## config.mk

```make
export PLATFORM = sky130hd
export DESIGN_NAME = fpu_eu_ctrl
export DESIGN_NICKNAME = d
export VERILOG_FILES = /design/src/rtl/expipe_pkg.sv /design/src/rtl/fpu_eu_queue.sv /design/src/rtl/fpu_eu_ctrl.sv
export SDC_FILE = /design/constraint.sdc
export NUM_CORES = 1
export LEC_CHECK = 0
export ABC_AREA = 1
export CORE_AREA = 4 4 303 275
export CTS_CLUSTER_SIZE = 40
export DETAILED_ROUTE_END_ITERATION = 7
export DIE_AREA = 0 0 307 279
export HOLD_SLACK_MARGIN = 0.15
export PLACE_DENSITY = 0.74
export SYNTH_ARGS = -nofsm -noshare
export SYNTH_HDL_FRONTEND = slang
export SYNTH_SLANG_ARGS = --single-unit
```

## constraint.sdc

```tcl
create_clock -name clk_i -period 17.5 [get_ports clk_i]
set_input_delay 5.25 -clock clk_i [delete_from_list [all_inputs] [get_ports clk_i]]
set_output_delay 5.25 -clock clk_i [all_outputs]
set_load 0.05 [all_outputs]
```

## src/rtl/expipe_pkg.sv

```systemverilog
// Shared execution-pipe types for the FP execution-unit front-end: tags, flags,
// exception codes, front-end state and queue entry layout.
package expipe_pkg;

    localparam int ROB_IDX_W      = 5;
    localparam int FPU_EU_FLEN    = 64;
    localparam int FPU_EU_CTL_LEN = 6;

    typedef logic [ROB_IDX_W-1:0] rob_idx_t;

    typedef struct packed {
        logic nv;
        logic dz;
        logic of;
        logic uf;
        logic nx;
    } fcsr_fflags_t;

    typedef enum logic [4:0] {
        E_ILLEGAL_INSTRUCTION = 5'd2,
        E_UNKNOWN             = 5'd31
    } except_code_t;

    typedef enum logic {
        RUN,
        DRAIN
    } fpu_eu_state_t;

    localparam logic [2:0] FRM_DYN  = 3'b111;
    localparam logic [2:0] FRM_RSV0 = 3'b101;
    localparam logic [2:0] FRM_RSV1 = 3'b110;

    typedef struct packed {
        logic [3*FPU_EU_FLEN-1:0]   ops;
        logic [FPU_EU_CTL_LEN-1:0]  ctl;
        logic [2:0]                 rm;
        rob_idx_t                   rob_idx;
        logic                       illegal;
    } fpu_eu_entry_t;

    // A resolved mode can never legally be DYN; it only names "use frm".
    function automatic logic rm_is_illegal(input logic [2:0] rm);
        return (rm == FRM_RSV0) || (rm == FRM_RSV1) || (rm == FRM_DYN);
    endfunction

endpackage

```

## src/rtl/fpu_eu_queue.sv

```systemverilog
// Circular FIFO with synchronous flush; pointers wrap at DEPTH-1 so any depth works.
module fpu_eu_queue
    import expipe_pkg::*;
#(
    parameter int WIDTH = 8,
    parameter int DEPTH = 4
) (
    input  logic             clk,
    input  logic             rst,
    input  logic             flush,
    input  logic             push,
    input  logic             pop,
    input  logic [WIDTH-1:0] wdata,
    output logic [WIDTH-1:0] rdata,
    output logic             empty,
    output logic             full
);

    localparam int PW = (DEPTH > 1) ? $clog2(DEPTH) : 1;
    localparam int CW = $clog2(DEPTH + 1);

    logic [WIDTH-1:0] mem [DEPTH];
    logic [PW-1:0]    wr_ptr;
    logic [PW-1:0]    rd_ptr;
    logic [CW-1:0]    count;
    logic             do_push;
    logic             do_pop;

    function automatic logic [PW-1:0] wrap_inc(input logic [PW-1:0] p);
        return (p == PW'(DEPTH - 1)) ? '0 : p + PW'(1);
    endfunction

    assign empty   = (count == '0);
    assign full    = (count == CW'(DEPTH));
    assign do_push = push && !full;
    assign do_pop  = pop && !empty;
    assign rdata   = mem[rd_ptr];

    always_ff @(posedge clk or posedge rst) begin
        if (rst) begin
            wr_ptr <= '0;
            rd_ptr <= '0;
            count  <= '0;
        end else if (flush) begin
            wr_ptr <= '0;
            rd_ptr <= '0;
            count  <= '0;
        end else begin
            if (do_push) wr_ptr <= wrap_inc(wr_ptr);
            if (do_pop)  rd_ptr <= wrap_inc(rd_ptr);
            if (do_push && !do_pop)
                count <= count + CW'(1);
            else if (!do_push && do_pop)
                count <= count - CW'(1);
        end
    end

    always_ff @(posedge clk) begin
        if (do_push) mem[wr_ptr] <= wdata;
    end

endmodule

```

## src/rtl/fpu_eu_ctrl.sv

```systemverilog
// FP execution-unit front-end: queues issued ops, resolves rounding mode, bounds
// in-flight ops and drains stale results after a flush. Option: FPU_EU_FFLAGS_ACC_EN.
//
//   state | meaning
//   RUN   | issue legal head ops, pass results to the CDB, retire illegal heads
//   DRAIN | post-flush: swallow returning results until nothing is in flight
module fpu_eu_ctrl
    import expipe_pkg::*;
#(
    parameter int EU_CTL_LEN   = 6,
    parameter int FLEN         = 64,
    parameter int DEPTH        = 4,
    parameter int MAX_INFLIGHT = 4
) (
    input  logic                  clk_i,
    input  logic                  rst_i,
    input  logic                  flush_i,
    input  logic                  valid_i,
    output logic                  ready_o,
    input  logic [EU_CTL_LEN-1:0] ctl_i,
    input  logic [2:0]            rm_i,
    input  logic [2:0]            frm_i,
    input  rob_idx_t              rob_idx_i,
    input  logic [FLEN-1:0]       rs1_value_i,
    input  logic [FLEN-1:0]       rs2_value_i,
    input  logic [FLEN-1:0]       rs3_value_i,
    output logic                  fpu_valid_o,
    input  logic                  fpu_ready_i,
    output logic [EU_CTL_LEN-1:0] fpu_ctl_o,
    output logic [2:0]            fpu_rm_o,
    output rob_idx_t              fpu_tag_o,
    output logic [3*FLEN-1:0]     fpu_ops_o,
    input  logic                  fpu_valid_i,
    output logic                  fpu_ready_o,
    input  logic [FLEN-1:0]       fpu_result_i,
    input  rob_idx_t              fpu_tag_i,
    input  fcsr_fflags_t          fpu_status_i,
    input  logic                  ready_i,
    output logic                  valid_o,
    output rob_idx_t              rob_idx_o,
    output logic [FLEN-1:0]       result_o,
    output logic                  except_raised_o,
    output except_code_t          except_code_o,
`ifdef FPU_EU_FFLAGS_ACC_EN
    input  logic                  fflags_clr_i,
    output fcsr_fflags_t          fflags_acc_o,
`endif
    output fcsr_fflags_t          fflags_o
);

    localparam int IW = $clog2(MAX_INFLIGHT + 1);

    typedef struct packed {
        logic [3*FLEN-1:0]     ops;
        logic [EU_CTL_LEN-1:0] ctl;
        logic [2:0]            rm;
        rob_idx_t              rob_idx;
        logic                  illegal;
    } entry_t;

    entry_t        wr_entry;
    entry_t        head;
    logic          q_empty;
    logic          q_full;
    logic          q_pop;
    logic [2:0]    rm_res;
    fpu_eu_state_t state;
    logic [IW-1:0] inflight;
    logic [IW-1:0] inflight_nxt;
    logic          issue_hs;
    logic          resp_hs;
    logic          resp_pass;
    logic          illegal_ret;

    assign rm_res = (rm_i == FRM_DYN) ? frm_i : rm_i;

    always_comb begin
        wr_entry.ops     = {rs3_value_i, rs2_value_i, rs1_value_i};
        wr_entry.ctl     = ctl_i;
        wr_entry.rm      = rm_res;
        wr_entry.rob_idx = rob_idx_i;
        wr_entry.illegal = rm_is_illegal(rm_res);
    end

    fpu_eu_queue #(
        .WIDTH ($bits(entry_t)),
        .DEPTH (DEPTH)
    ) u_queue (
        .clk   (clk_i),
        .rst   (rst_i),
        .flush (flush_i),
        .push  (valid_i && ready_o),
        .pop   (q_pop),
        .wdata (wr_entry),
        .rdata (head),
        .empty (q_empty),
        .full  (q_full)
    );

    assign ready_o     = !q_full;
    assign fpu_valid_o = (state == RUN) && !q_empty && !head.illegal
                         && (inflight < IW'(MAX_INFLIGHT));
    assign fpu_ctl_o   = head.ctl;
    assign fpu_rm_o    = head.rm;
    assign fpu_tag_o   = head.rob_idx;
    assign fpu_ops_o   = head.ops;

    // Datapath results win the CDB; an illegal head only retires in an idle slot.
    assign resp_pass   = (state == RUN) && !flush_i && fpu_valid_i;
    assign illegal_ret = (state == RUN) && !flush_i && !fpu_valid_i
                         && !q_empty && head.illegal;
    assign fpu_ready_o = (state == DRAIN) || flush_i || ready_i;
    assign valid_o     = resp_pass || illegal_ret;

    always_comb begin
        rob_idx_o       = '0;
        result_o        = '0;
        fflags_o        = '0;
        except_raised_o = 1'b0;
        except_code_o   = E_UNKNOWN;
        if (resp_pass) begin
            rob_idx_o = fpu_tag_i;
            result_o  = fpu_result_i;
            fflags_o  = fpu_status_i;
        end else if (illegal_ret) begin
            rob_idx_o       = head.rob_idx;
            except_raised_o = 1'b1;
            except_code_o   = E_ILLEGAL_INSTRUCTION;
        end
    end

    assign issue_hs = fpu_valid_o && fpu_ready_i;
    assign resp_hs  = fpu_valid_i && fpu_ready_o;
    assign q_pop    = issue_hs || (illegal_ret && ready_i);

    always_comb begin
        inflight_nxt = inflight;
        if (issue_hs && !resp_hs)
            inflight_nxt = inflight + IW'(1);
        else if (!issue_hs && resp_hs && (inflight != '0))
            inflight_nxt = inflight - IW'(1);
    end

    always_ff @(posedge clk_i or posedge rst_i) begin
        if (rst_i) begin
            state    <= RUN;
            inflight <= '0;
        end else begin
            inflight <= inflight_nxt;
            unique case (state)
                RUN:   if (flush_i && (inflight_nxt != '0)) state <= DRAIN;
                DRAIN: if (inflight_nxt == '0) state <= RUN;
            endcase
        end
    end

`ifdef FPU_EU_FFLAGS_ACC_EN
    always_ff @(posedge clk_i or posedge rst_i) begin
        if (rst_i)
            fflags_acc_o <= '0;
        else if (fflags_clr_i)
            fflags_acc_o <= '0;
        else if (valid_o && ready_i)
            fflags_acc_o <= fcsr_fflags_t'(fflags_acc_o | fflags_o);
    end
`endif

endmodule

```

==> qor.yml <==
clock_tree:
  htreeDepth: 3
  cts_tree: "done"
  cts-root-buf: "clkbuf_16"
  clk_latency_ps: 630
  cts_buffers: 84
  clk_pin_slew_worst_paths_ps: 60
  cts.sinks: 839
  hold_buffers: 0
  post_cts_buffers: 0
  cts_resized: 0
  clock_path_buffers: 3
synth:
  yosysTopAreaCellShare: 0.780
  synth-edff-count: 828
  synthSimpleGateAreaFrac: 0.0673
  yosysUniqueCellTypes: 36
  synth_nets: 2578
  synth_warnings: 0
  synth_top_family_by_area: "compound AO/OA/AOI/OAI gates"
  synth_compound_area_frac: 0.109
  yosys-top-cells-count: "edfxtp_1, nor2_1, o21ai_0, o22ai_1, clkbuf_1"
  netlist_instances: 2280
  synth-adder-area-share: 0.00338
  yosysMostFrequentCell: "edfxtp_1"
  yosys.area.top_type: "edfxtp_1"
  synth.area.mux_share: 0
  synth_xor_area_frac: 0.000275
  synthArstFlopShare: 0.0131
  synth_area_leaders: "edfxtp_1, o21ai_0, nor2_1"
  synth_top_flop_cell: "edfxtp_1"
  ys_ff_latch: 839
  syn_area_um2: 31900
  synth-seq-area-share: 0.789
  syn_area_per_cell_um2: 14.0
layout:
  final_cells: 3951
  stdcell_area_um2: 41400
  nets: 3119
  drive_above_1_share: 0.0573
  utilization: 0.515
  area_growth_pct: 29.9
power:
  sw_frac_of_total: 0.296
  seq_power_share: 0.451
  total_leakage_power_nw: 14.1
  p_int_w: 0.00381
  p_per_area_nw_per_um2: 131
  p_sw_w: 0.00160
  pwr-share-clk: 0.328
  vdd_ir_drop_max_mv: 0.0911
  p_comb_frac: 0.220
sta:
  hold_slack_ps: 567
  rsz0062_at_grt: "false"
  tns_ps: 0
  fin_crit_sh: 0.755
  fin_skew_ps: 20.1
  maxSlewViolCount: 0
  finalCriticalPeriod_ps: 13220
  max_slew.worst_pin.slew_ps: 1100
  hold_viol: 0
  slew-limit-headroom: 0.265
  timing.fmax_mhz: 75.7
  setup_viol: 0
floorplanning:
  dieArea_um2: 85700
  start_util: 0.396
  die-width_um: 307
  rows: 99
  dieHeight_um: 279
  core-area_um2: 80400
  num_io_pins: 580
placement:
  place_area_um2: 38600
  hpwl_mm: 47.2
  gp_congestion: 0.852
  dp_cells: 3795
  port_buffers: 578
worst_setup_path:
  ff2ff_path_depth: 6
  crit_type: "input pin to primary output"
  rrSetupSlack_ps: 14340
  startpoint_type: "input pin"
  r2r-start: "u_queue.count[0]"
  critPathRequiredTime_ps: 12250
  path_max_fanout: 9
  end_kind: "primary output"
  startpoint: "flush_i"
  crit_end: "rob_idx_o[4]"
  worstPathArrival_ps: 7970
  reg2reg_to: "u_queue.mem[1][148]"
global_route:
  antenna_found_initial: 10
  grt_overflow: 0
  grtUsageTotal: 0.175
  use_met1: 0.228
  gr-usage-met2: 0.281
  top_usage_layer: "met2"
  grt_pass1_vias: 19300
  grt_max_degree: 191
  grt_use_met3: 0.0506
  grt_pass1_wl_mm: 116
status:
  status: "complete, no violations"
detailed_routing:
  drt_first_pass_iters: 5
  avgRoutedWirePerCell_um: 19.7
  vias_per_cell: 5.13
  vias: 20300
  remaining_drc_errors: 0
  drtIter0Drc: 1431
  ant_nets: 0
  routed_wl_mm: 77.9
worst_hold_path:
  hold_class: "flop to flop"
run:
  maxCapViolCount: 0
## flip-flops by register name (all words and copies together) (netlist names)
register,cells
inflight,3
u_queue.mem,828
u_queue.wr_ptr,2
state,1
u_queue.count,3
u_queue.rd_ptr,2
## power by group through the flow
stage / clock network [W] / registers (W) / logic, W
after floorplan: 0 / 0.00253 / 0.000734
after global placement: 0 / 0.00248 / 0.00119
after detailed placement: 0 / 0.00248 / 0.00120
after CTS: 0.00182 / 0.00244 / 0.00120
after global routing: 0.00190 / 0.00245 / 0.00126
final: 0.00178 / 0.00244 / 0.00119
## cell type report
| type | instances | area (um^2) |
|---|---|---|
| Tap cell | 1060 | 1330 |
| Clock buffer | 104 | 2200 |
| Clock inverter | 43 | 532 |
| Timing Repair Buffer | 604 | 6010 |
| Fill cell | 6581 | 39000 |
| Multi-Input combinational cell | 1192 | 5770 |
| Antenna cell | 9 | 22.5 |
| Inverter | 100 | 393 |
| Sequential cell | 839 | 25100 |
## cells in the final DEF, fill, tap and decap left out, types with 5 or more instances in the layout
master,n
inv_1,94
clkinv_1,14
ha_1,7
nand2_2,5
o21ai_0,415
clkinv_2,10
dfrtp_1,9
nand3_1,9
nor2_4,5
edfxtp_1,828
diode_2,9
o22ai_1,206
nand4_1,5
buf_4,24
nand2_1,28
bufinv_16,11
nor2_1,488
a32o_1,5
clkbuf_16,85
clkbuf_1,19
clkdlybuf4s50_1,578
## worst min path at each step
stage	from	endpoint	slack, ps	depth (start not counted)
4_1_cts	inflight[0]	inflight[0]	570	3
2_1_floorplan	inflight[0]	inflight[0]	530	3
3_3_place_gp	inflight[0]	inflight[0]	560	3
6_report	inflight[0]	inflight[0]	570	3
5_1_grt	inflight[0]	inflight[0]	600	3
3_5_place_dp	inflight[0]	inflight[0]	560	3
## metal layers
metal,wire [um],share of wire,vias to the layer above
met5,23,0.00030,-
met4,2430,0.031,4
li1,-,-,9516
met2,37500,0.48,674
met1,31700,0.41,9927
met3,6240,0.080,151
## metrics by stage
step                      total power, W  setup WS (ps)
after floorplan                  0.00326           2670
after CTS                        0.00546           4250
after detailed placement         0.00368           4250
after global routing             0.00562           4100
after global placement           0.00367           4330
final                            0.00541           4280
## logic make-up after synthesis
kind of cell	Yosys count
fa+ha+maj	8
other cells	1
xor+xnor	1
buf+inv	249
simple gates	548
compound gates	634
flops	839
## critical path, cell delays in order
cell,delay [ps]
clkdlybuf4s50_1,490
nor2_4,350
inv_1,100
nor3_2,210
nand2_1,180
inv_1,340
a32o_1,220
clkdlybuf4s50_1,810
(Power assumes the default switching activity.)
